[src/rtl/egress_port_arbiter.sv]
// Locks one egress AXI-stream port to a tdest-matching requester (round robin) until tlast or a stall watchdog abort.
// Grant 1 cycle after request; datapath is combinational; egress_tready passes only to the owner, and backpressure never counts as a stall.
module egress_port_arbiter #(
    parameter int NUM_REQ         = 4,
    parameter int DATA_WIDTH      = 16,
    parameter int DEST_WIDTH      = 2,
    parameter int PORT_ID         = 0,
    parameter int STALL_CTR_WIDTH = 4,
    parameter int STAT_WIDTH      = 16
) (
    input  logic                             clk,
    input  logic                             reset_n,
    input  logic [NUM_REQ-1:0]               req_tvalid,
    input  logic [NUM_REQ*DATA_WIDTH-1:0]    req_tdata,
    input  logic [NUM_REQ-1:0]               req_tlast,
    input  logic [NUM_REQ*DEST_WIDTH-1:0]    req_tdest,
    output logic [NUM_REQ-1:0]               req_tready,
    output logic                             egress_tvalid,
    output logic [DATA_WIDTH-1:0]            egress_tdata,
    output logic                             egress_tlast,
    input  logic                             egress_tready,
    output logic [NUM_REQ-1:0]               grant,
    output logic                             abort,
    output logic [STAT_WIDTH-1:0]            frame_count,
    output logic [STAT_WIDTH-1:0]            abort_count
);

    localparam int IW = $clog2(NUM_REQ);
    localparam logic [0:0] IDLE   = 1'b0;
    localparam logic [0:0] LOCKED = 1'b1;

    logic [0:0]               state_q, state_d;
    logic [IW-1:0]            owner_q, owner_d;
    logic [IW-1:0]            rr_ptr_q, rr_ptr_d;
    logic [STALL_CTR_WIDTH:0] stall_q, stall_d;
    logic                     abort_q, abort_d;
    logic [STAT_WIDTH-1:0]    frame_q, frame_d;
    logic [STAT_WIDTH-1:0]    abcnt_q, abcnt_d;

    logic [NUM_REQ-1:0] eligible;
    logic               pick_vld;
    logic [IW-1:0]      pick_idx;
    logic [IW:0]        scan;
    logic [IW-1:0]      owner_nxt;
    logic               locked, own_tvalid, own_tlast, hs;

    always_comb begin
        eligible = '0;
        for (int i = 0; i < NUM_REQ; i++) begin
            eligible[i] = req_tvalid[i] &
                          (req_tdest[i*DEST_WIDTH +: DEST_WIDTH] == DEST_WIDTH'(PORT_ID));
        end
    end

    // First eligible index at or above rr_ptr, wrapping; scan is one bit wider so the wrap is exact for any NUM_REQ.
    always_comb begin
        pick_vld = 1'b0;
        pick_idx = '0;
        scan     = '0;
        for (int k = 0; k < NUM_REQ; k++) begin
            scan = {1'b0, rr_ptr_q} + (IW+1)'(k);
            if (scan >= (IW+1)'(NUM_REQ)) begin
                scan = scan - (IW+1)'(NUM_REQ);
            end
            if (!pick_vld && eligible[scan[IW-1:0]]) begin
                pick_vld = 1'b1;
                pick_idx = scan[IW-1:0];
            end
        end
    end

    assign owner_nxt  = (owner_q == IW'(NUM_REQ-1)) ? '0 : owner_q + 1'b1;
    assign locked     = (state_q == LOCKED);
    assign own_tvalid = locked & req_tvalid[owner_q];
    assign own_tlast  = locked & req_tlast[owner_q];
    assign hs         = own_tvalid & egress_tready;

    assign grant         = locked ? (NUM_REQ'(1) << owner_q) : '0;
    assign req_tready    = grant & {NUM_REQ{egress_tready}};
    assign egress_tvalid = own_tvalid;
    assign egress_tlast  = own_tlast;
    assign egress_tdata  = locked ? req_tdata[owner_q*DATA_WIDTH +: DATA_WIDTH] : '0;
    assign abort         = abort_q;
    assign frame_count   = frame_q;
    assign abort_count   = abcnt_q;

    // The watchdog acts on the registered overflow bit, so a tlast beat arriving in that same cycle still completes the frame.
    always_comb begin
        state_d  = state_q;
        owner_d  = owner_q;
        rr_ptr_d = rr_ptr_q;
        stall_d  = stall_q;
        abort_d  = 1'b0;
        frame_d  = frame_q;
        abcnt_d  = abcnt_q;
        if (state_q == IDLE) begin
            stall_d = '0;
            if (pick_vld) begin
                state_d = LOCKED;
                owner_d = pick_idx;
            end
        end else begin
            if (hs) begin
                stall_d = '0;
            end else if (!own_tvalid) begin
                stall_d = stall_q + 1'b1;
            end
            if (hs && own_tlast) begin
                state_d  = IDLE;
                rr_ptr_d = owner_nxt;
                frame_d  = frame_q + 1'b1;
            end else if (stall_q[STALL_CTR_WIDTH]) begin
                state_d  = IDLE;
                rr_ptr_d = owner_nxt;
                abort_d  = 1'b1;
                abcnt_d  = abcnt_q + 1'b1;
            end
        end
    end

    always_ff @(posedge clk or negedge reset_n) begin
        if (!reset_n) begin
            state_q  <= IDLE;
            owner_q  <= '0;
            rr_ptr_q <= '0;
            stall_q  <= '0;
            abort_q  <= 1'b0;
            frame_q  <= '0;
            abcnt_q  <= '0;
        end else begin
            state_q  <= state_d;
            owner_q  <= owner_d;
            rr_ptr_q <= rr_ptr_d;
            stall_q  <= stall_d;
            abort_q  <= abort_d;
            frame_q  <= frame_d;
            abcnt_q  <= abcnt_d;
        end
    end

endmodule

[config.mk]
export PLATFORM = sky130hd
export DESIGN_NAME = egress_port_arbiter
export DESIGN_NICKNAME = d
export VERILOG_FILES = /design/src/rtl/egress_port_arbiter.sv
export SDC_FILE = /design/constraint.sdc
export NUM_CORES = 1
export LEC_CHECK = 0
export CORE_MARGIN = 2
export CORE_UTILIZATION = 43
export CTS_CLUSTER_SIZE = 16
export DETAILED_ROUTE_END_ITERATION = 6
export PLACE_DENSITY_LB_ADDON = 0.1
export SETUP_SLACK_MARGIN = 0.1
export SLEW_MARGIN = 20
export SYNTH_ARGS = -nofsm -noshare
export SYNTH_HDL_FRONTEND = slang
export SYNTH_SLANG_ARGS = --single-unit
[constraint.sdc]
create_clock -name clk -period 3.9 [get_ports clk]
set_input_delay 0.585 -clock clk [delete_from_list [all_inputs] [get_ports clk]]
set_output_delay 0.585 -clock clk [all_outputs]
set_load 0.05 [all_outputs]
==> results of run 1 <==
==> flip-flops by register name, summed over array words and instances, names as in the netlist <==
register,cells
abort,1
abort_count,16
frame_count,16
locked,1
owner_q,2
rr_ptr_q,2
stall_q,5
==> worst max-delay path, cell delays in order (launching register included) <==
cell	delay, ps
dfrtp_1	750
buf_4	300
mux4_2	520
and2_1	170
clkdlybuf4s50_1	700
==> cell type report <==
| class | instances | area [um2] | area share (%) |
|---|---|---|---|
| multi-input cells | 189 | 1597 | 36.91 |
| repair buffers | 144 | 1429 | 33.03 |
| flip-flops and latches | 43 | 1076 | 24.88 |
| well taps | 77 | 96.34 | 2.227 |
| clock buffers | 5 | 68.82 | 1.591 |
| clock inverters | 3 | 43.79 | 1.012 |
| inverters | 4 | 15.01 | 0.3471 |
==> report_power, final <==
part	switching (mW)	leakage, nW	internal [mW]	total [mW]
Combinational	0.845	1.06	0.630	1.47
Clock	0.154	0.0581	0.191	0.345
Sequential	0.133	0.571	0.497	0.630
==> through the flow <==
stage	worst slack [ps]	area [um2]	power, mW	hold WS, ps	util, %
2_1_floorplan	1523	2751	1.625	289.4	-
3_3_place_gp	768.3	4213	2.110	458.9	67.11
3_5_place_dp	745.0	4213	2.126	462.5	67.11
4_1_cts	532.5	4325	2.478	463.2	68.91
5_1_grt	432.5	4325	2.583	499.7	68.91
6_report	595.9	4325	2.450	419.9	68.91
==> metal layers <==
layer | track usage, % | wire length, um
met5 | 0 | 0
met4 | 6.158 | 128
met3 | 5.440 | 435
met2 | 37.24 | 3798
met1 | 25.85 | 2922
==> cell families (layout without fill, tap and decap cells) <==
| kind of cell | count (synthesis) | in the layout | synth area share, % |
|---|---|---|---|
| AOI/OAI and AO/OA | 17 | 17 | 3.957 |
| xor gates and xnor gates | 30 | 30 | 9.550 |
| adders and majority gates | 7 | 7 | 3.183 |
| buffers and inverters | 18 | 156 | 2.865 |
| DFF | 43 | 43 | 39.11 |
| muxes | 25 | 25 | 17.51 |
| and+or+nand+nor | 110 | 110 | 23.83 |
==> path summary, 6_finish.rpt <==
kind / slack, ps / from / cells after the start / end
worst max-delay path: 600 / owner_q[0] / 4 / egress_tdata[12]
worst min-delay path: 420 / reset_n / 1 / abort_count[10]
worst max register to register: 1500 / owner_q[0] / 4 / rr_ptr_q[0]
worst min register to register: 470 / abort_count[15] / 1 / abort_count[15]
max in group asynchronous: 2880 / reset_n / 1 / frame_count[0]
min in group clk: 470 / abort_count[15] / 1 / abort_count[15]
==> layout by cell type, fill, tap and decap left out, types with 7 or more instances in the layout <==
cell	netlist	layout
nor2_1	10	10
xnor2_1	25	25
ha_1	7	7
nand4_1	12	12
clkdlybuf4s50_1	0	140
nand2_1	7	7
mux4_2	18	18
dfrtp_1	43	43
and2_1	24	24
nand3_1	21	21
and3_1	11	11
==> summary.md, run 1 <==
| Metric | Value |
|---|---|
| Syn nets | `340` |
| Routability Congestion | `around 0.76` |
| Ant. Diodes | `0` |
| Static Leak | `1.687 nW` |
| IO Pins | `between 100 and 150` |
| TritonCTS clock tree | `yes` |
| Max VDD drop | `0.4718 mV` |
| Mapped Area | `0.002751 mm2` |
| Most frequent cell after synthesis | `dfrtp_1` |
| Overflow after GRT | `0` |
| Avg WL per Cell | `15.66 um` |
| Post-DP HPWL | `5.754 mm` |
| Mapped Cells | `250` |
| Clock sink total | `between 40 and 50` |
| WS Path Type | `flip-flop to primary output` |
| CTS resizes | `0` |
| Htree depth | `2` |
| Nets@finish | `477` |
| Vias/cell | `5.396` |
| CTS Buffer Depth | `2` |
| Die X | `83.99 um` |
| Fillcell total | `526` |
| Synthesis-to-finish area growth | `57.21%` |
| Core footprint | `0.006277 mm2` |
| Slew Viols, Final | `0` |
| Cell Rows | `29` |
| Synth area leaders | `dfrtp_1 39%, mux4_2 15%, xnor2_1 8.0%` |
| Worst Setup Start Kind | `flip-flop` |
| Proportion of layout cells with a drive suffix above 1 | `10.31%` |
| Worst EP required | `3310 ps` |
| Root Driver | `clkbuf_8` |
| EDFF count, synth | `0` |
| Vias in the first global route | `around 2,600` |
| Placed instance count | `457` |
| CTS hold repair buffers | `0` |
| Crit end category | `primary output` |
| Post-synthesis sequential area ratio | `around 39%` |
| Maxcap violations | `0` |
| Post-route ant nets | `0` |
| Die ar. | `0.007054 mm2` |
| Synth async-reset ratio | `between 90% and 100%` |
| Max transition margin | `35.54%` |
| Port bufs | `141` |
| CTS buffer count | `5` |
| Pre-Repair DR Iteration Count | `4` |
| Yosys cell types | `42` |
| Pin count of the biggest net entering global routing | `44` |
| Final hold viol count | `0` |
| Arrival time worst endpoint | `around 2700 ps` |
| Syn avg cell area | `between 10 and 15 um2` |
| Number of setup violations in the final report | `0` |
| Slew @ Worst Pin | `966.9 ps` |
| Finished Layout Cells | `around 470` |
| Yosys Warn Count | `0` |
| Final wirelength | `7.284 mm` |
| Clock Skews | `9.626 ps` |
| GRT Util Overall | `21.26%` |
| First-pass GRT wire length | `12.11 mm` |
| FMAX | `302.7 MHz` |
| RSZ-0062 raised after global routing | `false` |
| Initial drt markers | `121` |
| Yosys top cell area share | `39.11%` |
| Vias | `between 2,000 and 3,000` |
| Fin crit share | `84.72%` |
| Status | `finished clean` |
| P per Cell Area | `566.4 mW/mm2` |
| Die height | `83.99 um` |
| Register bit total from synthesis | `43` |
| Clock transition at path regs | `approximately 90 ps` |
| Residual DRC | `0` |
| Initial antenna violation count | `0` |
| Initial Util | `43.83%` |
| Fin crit period | `3304 ps` |
| Setup TNS | `0 ps` |
| Top cells by count, synth | `43 x dfrtp_1, 25 x xnor2_1, 24 x and2_1` |
| Clk Latency, worst-skew pair | `290 ps` |
| Dominant cell type by area after synthesis | `dfrtp_1` |
| Tightest Hold Check Type | `primary input to asynchronous set/reset pin` |
| Setup Fix Bufs, Post-CTS | `0` |
| Crit Path Max Fanout | `13` |
| Synth Flop Type | `dfrtp_1` |
Power figures use the tool's default switching activity.
==> run 2, diff against run 1 <==
Settings changed: CORE_UTILIZATION 43 to 36.
Clock period 3.9 ns to 2.9 ns, I/O delays scaled along.
==> run 2 against run 1 <==
Against the previous run: routed wire length up 3.9%; sequential power up 29%; worst setup slack worse by 250 ps; largest cell class unchanged; clock power up 28%; hold slack worse by 140 ps; count of clock-buffer cells in the layout up 1; sequential share of layout area down 0.10 points; final area up 0.41%; combinational power up 37%; critical path depth unchanged; highest routed layer unchanged.
==> summary.md, run 2 (synthesis gave the netlist of run 1 again) <==
| Metric | Value |
|---|---|
| Most frequent cells in the layout | `114 x clkdlybuf4s50_1, 43 x dfrtp_1, 27 x buf_4` |
| Clock transition at path regs | `roughly 80 ps` |
| Cell mode on critical path | `buf_4` |
| Number of setup violations in the final report | `0` |
| Synthesis-to-finish area growth | `57.84%` |
| Root Driver | `clkbuf_8` |
| Core footprint | `0.007331 mm2` |
| Slowest stage delay, CP | `670 ps` |
| Pin count of the biggest net entering global routing | `44` |
| Slew @ Worst Pin | `936.8 ps` |
| Critical Path End | `egress_tdata[5]` |
| Final hold viol count | `0` |
| P per Cell Area | `752.5 mW/mm2` |
| Cell Rows | `31` |
| TritonCTS clock tree | `yes` |
| Clock Skews | `11.45 ps` |
| FMAX | `390.9 MHz` |
| CTS hold repair buffers | `0` |
| Initial antenna violation count | `0` |
| Worst path depth | `4` |
| Nets@finish | `roughly 480` |
| Die height | `around 90 um` |
| Residual DRC | `0` |
| Post-Place Cell Area | `0.004240 mm2` |
| Vias/cell | `5.084` |
| Pre-Repair DR Iteration Count | `4` |
| Worst R2R Path Depth | `4` |
| Clk Latency, worst-skew pair | `290 ps` |
| WS Path Type | `flip-flop to primary output` |
| Final Core Density | `59.24%` |
| First-pass GRT wire length | `roughly 13 mm` |
| Htree depth | `2` |
| Post-route ant nets | `0` |
| Worst Setup Start Kind | `flip-flop` |
| Fin crit share | `88.22%` |
| RR Startpoint | `owner_q[0]` |
| Maxcap violations | `0` |
| Critical Path Start | `owner_q[0]` |
| Setup TNS | `0 ps` |
| Worst EP required | `2470 ps` |
| CTS resizes | `0` |
| Vias | `about 2,500` |
| Initial drt markers | `135` |
| Post-DP HPWL | `6.158 mm` |
| Worst reg-to-reg setup slack | `610 ps` |
| Crit end category | `primary output` |
| Vias in the first global route | `2,590` |
| Commonest non-fill, non-tap cell in the layout | `clkdlybuf4s50_1` |
| Crit path cell chain | `buf_4 -> mux4_2 -> and2_1 -> buf_4` |
| Arrival time worst endpoint | `between 2000 and 2500 ps` |
| Proportion of layout cells with a drive suffix above 1 | `16.97%` |
| Routability Congestion | `0.8300` |
| GRT Util Overall | `18.72%` |
| Slew Viols, Final | `0` |
| Buf+Inv Stages, Crit Path | `2` |
| IO Pins | `142` |
| Max VDD drop | `0.5961 mV` |
| Tightest Hold Check Type | `primary input to asynchronous set/reset pin` |
| Slowest cell on crit path | `dfrtp_1` |
| Initial Util | `a little under two fifths` |
| Die ar. | `around 0.0084 mm2` |
| Setup Fix Bufs, Post-CTS | `0` |
| Largest delay share family, worst path | `flip-flops` |
| Max transition margin | `between 30% and 40%` |
| CTS buffer count | `5` |
| Port bufs | `between 100 and 150` |
| Status | `finished clean` |
| Clock sink total | `43` |
| Static Leak | `1.740 nW` |
| Avg WL per Cell | `between 15 and 20 um` |
| Crit Path Max Fanout | `10` |
| Final wirelength | `approximately 7.6 mm` |
| RSZ-0062 raised after global routing | `false` |
| Final Instance Area | `0.004343 mm2` |
| Fin crit period | `2559 ps` |
| CTS Buffer Depth | `2` |
| Overflow after GRT | `0` |
| RR Endpoint | `rr_ptr_q[0]` |
| Worst hold margin | `278.3 ps` |
| Die X | `91.42 um` |
| Ant. Diodes | `0` |
run 2: cell types whose count changed in the layout (fill, tap and decap cells not counted):
cell             before  now
clkdlybuf4s50_1     140  114
clkinv_2              1    0
buf_4                 3   27
clkbuf_1              0    1
clkinv_4              1    0
buf_12                0    4
run 2: per-stage QoR:
stage / std cells / power [mW] / setup WS (ps)
after global placement: 481 / 2.845 / 530.8
after global routing: 488 / 3.452 / 182.9
after floorplan: 250 / 2.185 / 673.1
final: 488 / 3.268 / 341.5
after detailed placement: 481 / 2.862 / 496.3
after CTS: 488 / 3.319 / 273.3
run 2: final cells by class:
class / count / area, um2
clock inverters: 1 / 30.03
clock buffers: 6 / 72.57
inverters: 4 / 15.01
repair buffers: 146 / 1429
fillers: 605 / 2988
well taps: 99 / 123.9
multi-input cells: 189 / 1597
flip-flops and latches: 43 / 1076
run 2: worst min path at each step:
stage,end,start
detailed placement,abort_count[15],abort_count[15]
global route,abort_count[5],reset_n
global placement,frame_count[15],frame_count[15]
CTS,abort_count[5],reset_n
floorplan,abort,reset_n
finish,abort_count[5],reset_n
run 2: power by group:
group,internal (mW),switching (mW)
Combinational,0.825,1.19
Clock,0.253,0.189
Sequential,0.670,0.141
Total,1.75,1.52
run 2: metal layers:
| layer | global-route usage, % | vias up | share of wire, % |
|---|---|---|---|
| li1 | - | 1187 | - |
| met1 | 25.11 | 1210 | 43 |
| met2 | 31.68 | 82 | 51 |
| met3 | 4.149 | 2 | 5.7 |
| met4 | 2.652 | 0 | 0.29 |
| met5 | 0 | - | 0 |
==> run 3, diff against run 2 <==
Settings changed: CAP_MARGIN set to 15.
==> results of run 3 <==
Final layout, timing and power as in run 2 (identical DEF).
